**config.mk**
```make
export PLATFORM = sky130hd
export DESIGN_NAME = mem_access_controller
export DESIGN_NICKNAME = d
export VERILOG_FILES = /design/src/rtl/mem_if_pkg.sv /design/src/rtl/sync_2ff.sv /design/src/rtl/mem_access_controller.sv
export SDC_FILE = /design/constraint.sdc
export NUM_CORES = 1
export LEC_CHECK = 0
export ABC_AREA = 1
export CORE_MARGIN = 2
export CORE_UTILIZATION = 43
export DETAILED_ROUTE_END_ITERATION = 7
export PLACE_DENSITY = 0.81
export SETUP_SLACK_MARGIN = 0.05
export SYNTH_ARGS = -nofsm -noshare
export SYNTH_HDL_FRONTEND = slang
export SYNTH_SLANG_ARGS = --single-unit
```
**constraint.sdc**
```tcl
create_clock -name clk -period 3.3 [get_ports clk]
set_input_delay 0.33 -clock clk [delete_from_list [all_inputs] [get_ports clk]]
set_output_delay 0.33 -clock clk [all_outputs]
set_load 0.02 [all_outputs]
```
**src/rtl/mem_if_pkg.sv**
```systemverilog
// Shared encodings for the CPU-side RAM access controller:
// transfer sizes, fault codes, FSM states and the read-data extender.
package mem_if_pkg;

  localparam logic [1:0] SZ_BYTE    = 2'd0;
  localparam logic [1:0] SZ_HALF    = 2'd1;
  localparam logic [1:0] SZ_WORD    = 2'd2;
  localparam logic [1:0] SZ_ILLEGAL = 2'd3;

  localparam logic [1:0] FLT_NONE     = 2'b00;
  localparam logic [1:0] FLT_MISALIGN = 2'b01;
  localparam logic [1:0] FLT_TIMEOUT  = 2'b10;
  localparam logic [1:0] FLT_SIZE     = 2'b11;

  typedef enum logic [2:0] {
    IDLE,
    WAIT_MFC,
    RELEASE,
    DONE,
    FAULT
  } state_t;

  // Right-justified RAM data widened to 32 bits according to size/signedness.
  function automatic logic [31:0] extend_rdata(input logic [31:0] d,
                                               input logic [1:0]  size,
                                               input logic        sgn);
    logic [31:0] r;
    case (size)
      SZ_BYTE: r = {{24{sgn & d[7]}}, d[7:0]};
      SZ_HALF: r = {{16{sgn & d[15]}}, d[15:0]};
      default: r = d;
    endcase
    return r;
  endfunction

endpackage

```
**src/rtl/sync_2ff.sv**
```systemverilog
// Generic single-bit two-flop synchronizer with asynchronous active-high reset.
module sync_2ff (
  input  logic clk,
  input  logic rst,
  input  logic d,
  output logic q
);

  logic meta_reg;
  logic sync_reg;

  always_ff @(posedge clk or posedge rst) begin
    if (rst) begin
      meta_reg <= 1'b0;
      sync_reg <= 1'b0;
    end else begin
      meta_reg <= d;
      sync_reg <= meta_reg;
    end
  end

  assign q = sync_reg;

endmodule

```
**src/rtl/mem_access_controller.sv**
```systemverilog
// CPU-side initiator for the data-path RAM: accepts one load/store, checks
// alignment, runs the enable/mfc four-phase handshake and reports done/fault.
module mem_access_controller
  import mem_if_pkg::*;
#(
  parameter int ADDR_W         = 9,
  parameter int TIMEOUT_CYCLES = 15
) (
  input  logic              clk,
  input  logic              reset,
  input  logic              req,
  input  logic              req_rw,
  input  logic [1:0]        req_size,
  input  logic              req_signed,
  input  logic [ADDR_W-1:0] req_addr,
  input  logic [31:0]       req_wdata,
  output logic              busy,
  output logic              done,
  output logic              fault,
  output logic [1:0]        fault_code,
  output logic [31:0]       rdata,
  output logic              mem_enable,
  output logic              mem_read_write,
  output logic [1:0]        mem_data_length,
  output logic [ADDR_W-1:0] mem_address,
  output logic [31:0]       mem_data_in,
  input  logic [31:0]       mem_data_out,
  input  logic              mem_mfc
);

  localparam logic [7:0] TMO_LIMIT = 8'(TIMEOUT_CYCLES);

  state_t            state_reg, state_next;
  logic              rw_reg, signed_reg, mem_enable_reg, tmo_flag_reg;
  logic [1:0]        size_reg, fault_code_reg, accept_code;
  logic [ADDR_W-1:0] addr_reg;
  logic [31:0]       wdata_reg, rdata_reg;
  logic [7:0]        tmo_cnt_reg, tmo_cnt_inc;
  logic              mfc_s, accept, mfc_hit, tmo_hit, release_exit;

  sync_2ff u_mfc_sync (
    .clk (clk),
    .rst (reset),
    .d   (mem_mfc),
    .q   (mfc_s)
  );

  assign tmo_cnt_inc = (tmo_cnt_reg == 8'hFF) ? 8'hFF : tmo_cnt_reg + 8'd1;

  always_comb begin
    if (req_size == SZ_ILLEGAL)
      accept_code = FLT_SIZE;
    else if ((req_size == SZ_HALF && req_addr[0]) ||
             (req_size == SZ_WORD && req_addr[1:0] != 2'b00))
      accept_code = FLT_MISALIGN;
    else
      accept_code = FLT_NONE;
  end

  always_ff @(posedge clk or posedge reset) begin
    if (reset) state_reg <= IDLE;
    else       state_reg <= state_next;
  end

  always_comb begin
    state_next   = state_reg;
    accept       = 1'b0;
    mfc_hit      = 1'b0;
    tmo_hit      = 1'b0;
    release_exit = 1'b0;
    case (state_reg)
      IDLE: begin
        if (req) begin
          accept     = 1'b1;
          state_next = (accept_code == FLT_NONE) ? WAIT_MFC : FAULT;
        end
      end
      WAIT_MFC: begin
        // A completing handshake wins over a coincident timeout.
        if (mfc_s) begin
          mfc_hit    = 1'b1;
          state_next = RELEASE;
        end else if (tmo_cnt_inc >= TMO_LIMIT) begin
          tmo_hit    = 1'b1;
          state_next = RELEASE;
        end
      end
      RELEASE: begin
        if (!mfc_s) begin
          release_exit = 1'b1;
          state_next   = tmo_flag_reg ? FAULT : DONE;
        end
      end
      DONE:    state_next = IDLE;
      FAULT:   state_next = IDLE;
      default: state_next = IDLE;
    endcase
  end

  always_ff @(posedge clk or posedge reset) begin
    if (reset) begin
      rw_reg         <= 1'b0;
      size_reg       <= 2'b00;
      signed_reg     <= 1'b0;
      addr_reg       <= '0;
      wdata_reg      <= 32'd0;
      mem_enable_reg <= 1'b0;
      tmo_cnt_reg    <= 8'd0;
      tmo_flag_reg   <= 1'b0;
      fault_code_reg <= FLT_NONE;
      rdata_reg      <= 32'd0;
    end else begin
      if (accept) begin
        rw_reg         <= req_rw;
        size_reg       <= req_size;
        signed_reg     <= req_signed;
        addr_reg       <= req_addr;
        wdata_reg      <= req_wdata;
        fault_code_reg <= accept_code;
        mem_enable_reg <= (accept_code == FLT_NONE);
        tmo_cnt_reg    <= 8'd0;
        tmo_flag_reg   <= 1'b0;
      end
      if (state_reg == WAIT_MFC) tmo_cnt_reg <= tmo_cnt_inc;
      if (mfc_hit) begin
        mem_enable_reg <= 1'b0;
        if (rw_reg) rdata_reg <= extend_rdata(mem_data_out, size_reg, signed_reg);
      end
      if (tmo_hit) begin
        mem_enable_reg <= 1'b0;
        tmo_flag_reg   <= 1'b1;
      end
      if (release_exit && tmo_flag_reg) fault_code_reg <= FLT_TIMEOUT;
    end
  end

  assign busy            = (state_reg != IDLE);
  assign done            = (state_reg == DONE);
  assign fault           = (state_reg == FAULT);
  assign fault_code      = fault_code_reg;
  assign rdata           = rdata_reg;
  assign mem_enable      = mem_enable_reg;
  assign mem_read_write  = rw_reg;
  assign mem_data_length = size_reg;
  assign mem_address     = addr_reg;
  assign mem_data_in     = wdata_reg;

endmodule

```
### Yosys cells after proc, flatten, opt, wreduce, memory -nomap -nowiden

Cells that the tools add are included.

| cells by class | value |
|---|---|
| $add $sub $neg | 1 |
| $lt $le $gt $ge | 1 |
| equality and inequality tests | 12 |
| multiplexer cells | 29 |
| bitwise operators | 2 |
| reduce and logical (&&, ||, !) cells | 15 |

Operator list:

| operator | count |
|---|---|
| one-hot mux 32 bit (2 select lines) | 1 |
| 2-to-1 mux 8 bit | 3 |
| 2-to-1 mux 3 bit | 6 |
| 2-to-1 mux 1 bit | 15 |
| one-hot mux 3 bit (3 select lines) | 1 |
| adder 8 x 1 -> 8 bit (second input constant) | 1 |
| equality test 8 bit (second input constant) | 1 |
| >= comparator 8 x 4 -> 1 bit (second input constant) | 1 |
| nonzero test 2 bit | 4 |
| equality test 3 x 2 -> 1 bit (second input constant) | 2 |
| 2-to-1 mux 2 bit | 3 |
| nonzero test 3 bit | 2 |
| equality test 2 x 1 -> 1 bit (second input constant) | 2 |
| equality test 2 bit (second input constant) | 2 |
| logical NOT 2 bit | 2 |
| inequality test 2 bit (second input constant) | 2 |
| equality test 3 x 1 -> 1 bit (second input constant) | 1 |
| equality test 3 bit (second input constant) | 1 |
| logical AND 1 bit | 3 |
| logical NOT 3 bit | 1 |
| inequality test 3 x 2 -> 1 bit (second input constant) | 1 |
| AND reduction 3 bit | 1 |
| bitwise AND 1 bit | 2 |
| AND reduction 2 bit | 1 |
| logical OR 1 bit | 1 |

| word-level totals | value |
|---|---|
| flip-flop bits (word level) | 94 |
| bits of input ports | 81 |
| output and inout bits | 82 |

### Logic depth before layout (Yosys ltp)

Gate-level depths: netlist of the first run.

| depth | value |
|---|---|
| depth after elaboration | 9 |
| gate-level depth with buffers | 10 |
| mapped depth without buffers | 10 |

### By module

From an unflattened synthesis of the first run, not the netlist that was laid out.

| second synthesis, totals | value |
|---|---|
| cells, all modules | 438 |
| area total of the unflattened synthesis | 3901.2 um^2 |

Modules (own cells, without submodules):

| module | times used | cells an instance | area an instance (um^2) |
|---|---|---|---|
| mem_access_controller | 1 | 435 | 3847.4 |
| sync_2ff | 1 | 3 | 53.8 |

### Worst setup path before layout of the first run

Ideal clock, no wire load.

| timing path | value |
|---|---|
| kind | flip-flop to flip-flop |
| start | register size_reg[1] (netlist: mem_data_length[1]) |
| end | register rdata_reg[16] (netlist: rdata[16]) |
| library setup time | 86 ps |
| arrival time | 1624 ps |
| required time | 3214 ps |
| path slack | 1590 ps |
| cell stages (with the launch flop) | 8 |
| buffers on the path | 3 |
| period minus slack after synthesis | 1710 ps |
| path through | dfrtp_1 buf_6 or2_1 buf_6 nor3_4 nor2_4 buf_6 a32oi_2 |

| on the way | value |
|---|---|
| word-level cells in the longest chain between the ends | 2 |

RTL lines:

| item | line | RTL |
|---|---|---|
| from (decl) | mem_access_controller.sv:35 | `logic [1:0] size_reg, fault_code_reg, accept_code;` |
| from (signal assigned) | mem_access_controller.sv:115 | `size_reg <= req_size;` |
| equality test 2 x 1 -> 1 bit or logical NOT 2 bit (tied branches) | mem_if_pkg.sv:28 | `case (size)` |
| one-hot mux 32 bit (2 select lines) * | mem_if_pkg.sv:28 |  |
| to (signal assigned) | mem_access_controller.sv:127 | `if (rw_reg) rdata_reg <= extend_rdata(mem_data_out, size_reg, signed_reg);` |
| to (decl) | mem_access_controller.sv:37 | `logic [31:0] wdata_reg, rdata_reg;` |

Every way passes the cells marked *; elsewhere a longest branch is shown, timed or not.
A chain may end at the register's enable or synchronous reset.

### Worst setup path in the final report of the first run

| timing path | value |
|---|---|
| start | register size_reg[1] (netlist: mem_data_length[1]) |
| end | output mem_data_length[1] |

RTL lines:

| item | line | RTL |
|---|---|---|
| to (decl) | mem_access_controller.sv:24 | `output logic [1:0] mem_data_length,` |

No word-level cell between the ends.

==> impl_metrics.toml, run 1 <==
[setup_path]
worstPathArrival_ns = 1.81
max_stage_delay_ns = 0.74
critical_path.max_fanout = 20
worstSetupEndpointType = "output port"
start_kind = "register"
worstPathRequired_ns = 2.97
rrSetupSlack_ns = 1.26
path_cells = "clkdlybuf4s50_1"
slowest_stage = "dfrtp_1"
path_class = "register to output port"
crit_buf_inv = 1
critPathTopFamily = "flip-flops"

[logic_synthesis]
synthDistinctLibCells = 26
synth.mux.area_fraction_pct = 1.94
ys_ff_latch = 94
synth_compound_area_share_pct = 10.9
synth_nets = 533
syn_inst = 451
ys_warn_count = 0
yosys.area_share.xor_xnor_pct = 0.215
synth_top_family_by_area = "simple AND/OR/NAND/NOR gates"
syn_avg_cell_area_um2 = 9.01
synthAdderAreaFrac_pct = 0.308
synthTopCellsByArea = "dfrtp_1, nand2_1, a32oi_2"
mappedNetlistArea_um2 = 4070
yosysSeqAreaShare_pct = 57.9
yosysTopAreaCell = "dfrtp_1"
netlist.area_leader.share_pct = 57.9
yosys.area_share.simple_pct = 22.3

[finish]
antenna_cells = 0
final_common_cell = "nand2_1"
fin_area_um2 = 5930
nFillCells = 748
nets = 690
final_cell_mix = "nand2_1, clkdlybuf4s50_1, dfrtp_1"
drive_gt1_share_pct = 6.69
final_util_pct = 64.5
fin_cells = 724
area_delta_synth_final_pct = 46.0

[clock_network]
cts_tree = "built"
clkTransAtPathRegs_ns = 0.10
cts_root_buf = "clkbuf_8"
hold_buffers = 0
cts_max_level = 3
clockBufferDepth = 2
cts_resized = 0
clock_latency_ns = 0.35
cts_num_sinks = 94
cts_buffers = 9
postCtsSetupBuffers = 0

[sta]
setup_violations = 0
final.setup.tns_ns = 0
worst_pin_slew_ns = 0.826
post-route-period-util_pct = 64.8
fin_crit_ns = 2.14
hold_viol = 0
max_freq_mhz = 467
relSlewSlack_pct = 44.8
final.setup_skew_ns = 0.00759
rsz0062_at_grt = "false"
maxSlewViolCount = 0
hold_slack_ns = 0.358
setup_ws_ns = 1.16

[placement]
port_buffers = 162
place_ws_ns = 1.24
globalplace.congestion = 0.867
postPlaceCellArea_um2 = 5750
dp_cells = 708
hpwl_mm = 7.61

[drt]
ant_nets = 0
viasPerCell = 5.01
drt_iter0_drc = 207
vias = 3624
drt-wirelength-per-cell_um = 14.4
drc = 0
finalWirelength_mm = 10.4
drt_pass1_iterations = 4

[global_routing]
top_usage_layer = "met2"
grt_pass1_vias = 3510
grtUsageMet2_pct = 33.2
grt.total_usage_pct = 20.3
met1_usage_pct = 26.1
grtUsageMet3_pct = 6.21
grt_max_degree = 66
antenna_found_initial = 0
gr-total-overflow = 0
grt_pass1_wl_mm = 16.5

[pwr]
power_density_nw_per_um2 = 933
power_mw = 5.54
power.leakage_nw = 2.79
ir_drop_v = 0.000479

[floorplan]
coreArea_um2 = 9200
fp.dieArea_um2 = 10200
initial_core_util_pct = 44.2
die_y_um = 101
core.rowCount = 35
die_x_um = 101
io_pins = 163

[hold_path]
hold_class = "register to register"

[run_status]
outcome = "complete, no violations"

[job]
max-cap-violations = 0
routing by layer:
metal | routed length (um) | vias to the layer above
met3 | 864 | 15
met4 | 204 | 0
met1 | 4320 | 1712
li1 | - | 1744
met2 | 5030 | 153
met5 | 0 | -
layout make-up:
cell class	count	area, um2	share of cell area, %
clock buffer	9	124	2.09
timing repair buffer	167	1660	28.0
tap	111	139	2.34
clock inverter	7	56.3	0.949
inverter	40	153	2.57
multi-input combinational	296	1450	24.5
sequential	94	2350	39.6
power by group:
part | switching, mW | internal [mW]
clock network | 0.418 | 0.283
logic | 1.55 | 1.29
registers | 0.335 | 1.67
synth_stat cells:
library cell,instances
nand3_1,13
buf_1,1
buf_2,8
mux2_2,7
nor2_1,17
nor3_4,1
a32oi_1,6
a21oi_1,11
buf_6,3
dfrtp_1,94
nor2_4,1
nor3_1,3
clkbuf_1,9
a22oi_1,1
a22o_1,2
nand4_1,2
a211o_1,1
nand2_1,191
o21ai_0,25
inv_1,40
or2_1,1
xnor2_1,1
a32oi_2,10
a21boi_0,1
o31ai_1,1
ha_1,1
cells by family (layout without fill, tap and decap cells):
family | count (synthesis) | after routing
AOI/OAI and AO/OA | 58 | 58
xor gates and xnor gates | 1 | 1
adders and majority gates | 1 | 1
buffers and inverters | 61 | 223
DFF | 94 | 94
muxes | 7 | 7
and+or+nand+nor | 229 | 229
path summary, 6_finish.rpt:
path                                      from                 end  depth (start not counted)
hold / removal             u_mfc_sync.meta_reg        u_mfc_sync.q                          0
setup / recovery            mem_data_length[1]  mem_data_length[1]                          1
hold reg to reg            u_mfc_sync.meta_reg        u_mfc_sync.q                          0
max in group asynchronous                reset      mem_address[4]                          3
setup reg to reg            mem_data_length[1]           rdata[21]                          4
min in group asynchronous                reset      mem_data_in[1]                          2
Power figures use the tool's default switching activity.
==> run 2, diff against run 1 <==
==> constraint.sdc (replaced) <==
create_clock -name clk -period 2 [get_ports clk]
set_input_delay 0.2 -clock clk [delete_from_list [all_inputs] [get_ports clk]]
set_output_delay 0.2 -clock clk [all_outputs]
set_load 0.02 [all_outputs]
==> run 2 against run 1 <==
Effect of this change: power up 69%; first-iteration DRC count down 11%; final area rose by 1.4%; core utilization rose by 0.93 points; sequential share of layout area is 0.56 points lower; clock-buffer cell count increased by 1; combinational power rose by 69%; critical path type unchanged.
==> impl_metrics.toml, run 2 (synthesis gave the netlist of run 1 again) <==
[sta]
final.setup.tns_ns = 0
relSlewSlack_pct = 67.1
maxSlewViolCount = 0
setup_violations = 0
hold_slack_ns = 0.195
post-route-period-util_pct = 92.2
hold_viol = 0
fin_crit_ns = 1.84
worst_pin_slew_ns = 0.493
rsz0062_at_grt = "false"
final.setup_skew_ns = 0.0156
max_freq_mhz = 542

[clock_network]
cts_num_sinks = 94
cts_resized = 0
hold_buffers = 0
clkTransAtPathRegs_ns = 0.09
cts_root_buf = "clkbuf_8"
cts_tree = "built"
postCtsSetupBuffers = 0
cts_max_level = 3
clock_latency_ns = 0.35
clockBufferDepth = 2
cts_buffers = 9

[drt]
drt_pass1_iterations = 4
drt-wirelength-per-cell_um = 14.4
viasPerCell = 5.00
drc = 0
finalWirelength_mm = 10.5
ant_nets = 0
top_layer_used = "met4"
met1_length_mm = 4.41
dr_wl_met3_um = 869
wl_met2_mm = 5.12
vias = 3647
drt_iter0_drc = 184

[finish]
final-seq-area_um2 = 2350
nFillCells = 770
antenna_cells = 0
multi_input_area_um2 = 1450
final_cell_mix = "nand2_1, clkdlybuf4s50_1, dfrtp_1"
area_delta_synth_final_pct = 48.1
nets = 696
final_common_cell = "nand2_1"
drive_gt1_share_pct = 7.59

[setup_path]
worstSetupEndpointType = "output port"
r2r_cells = 6
path_class = "register to output port"
start_kind = "register"
critical_path.max_fanout = 3
worstPathRequired_ns = 1.80
worstPathArrival_ns = 1.64

[floorplan]
die_y_um = 101
coreArea_um2 = 9200
io_pins = 163
core.rowCount = 35
initial_core_util_pct = 44.2
fp.dieArea_um2 = 10200
die_x_um = 101

[placement]
hpwl_mm = 7.78
port_buffers = 162
globalplace.congestion = 0.814

[pwr]
power_mw = 9.36
power.leakage_nw = 2.84
power_density_nw_per_um2 = 1560
ir_drop_v = 0.000945

[global_routing]
grt_pass1_wl_mm = 16.9
antenna_found_initial = 0
grt.total_usage_pct = 20.8
grt_pass1_vias = 3641
grt_max_degree = 51
gr-total-overflow = 0

[hold_path]
hold_class = "input pin to asynchronous set/reset pin"

[run_status]
outcome = "complete, no violations"

[job]
max-cap-violations = 0
==> run 2: cell count changes in the layout (fill, tap and decap cells not counted), sizes merged <==
cell | previous run | this run
clkinv | 1 | 3
inv | 43 | 40
bufinv | 0 | 1
buf | 5 | 11
clkbuf | 9 | 10
clkinvlp | 3 | 2
==> run 2: where the power goes <==
part           internal [mW]  total, mW  switching (mW)
clock network          0.619       1.28           0.666
logic                   2.19       4.80            2.62
registers               2.75       3.27           0.523
==> run 2: per-stage QoR <==
stage	std cells	setup slack (ns)	utilization, %	cell area, um2
after floorplan	451	0.290	-	4070
after global placement	714	0.316	63.2	5810
after detailed placement	714	0.260	63.2	5810
after CTS	730	0.125	65.5	6020
after global routing	730	0.0742	65.5	6020
final	730	0.155	65.5	6020
==> run 2: worst max-delay path, stage by stage (launching register included) <==
cell             delay [ns]
dfrtp_1                0.38
inv_1                  0.07
nor3_1                 0.19
clkdlybuf4s50_1        0.66
==> run 2: layer usage <==
metal	global-route usage, %	up-vias
met5	0	-
met4	6.65	0
met3	6.56	13
met2	34.5	143
met1	26.1	1732
li1	-	1759
==> run 2: layout make-up <==
class                           instances  share of cell area [%]
Clock buffer                           10                    2.29
Timing Repair Buffer                  173                    28.5
Sequential cell                        94                    39.1
Clock inverter                          6                    1.14
Inverter                               40                    2.56
Multi-Input combinational cell        296                    24.1
Tap cell                              111                    2.31
==> run 2: final timing paths <==
path / start / to / slack, ns
setup reg to reg: state_reg[2] / rdata[27] / 0.23
setup / recovery: state_reg[0] / done / 0.16
hold / removal: reset / mem_address[2] / 0.20
min in group clk: mem_mfc / u_mfc_sync.meta_reg / 0.29
hold reg to reg: u_mfc_sync.meta_reg / u_mfc_sync.q / 0.37
max in group asynchronous: reset / mem_data_length[0] / 1.10
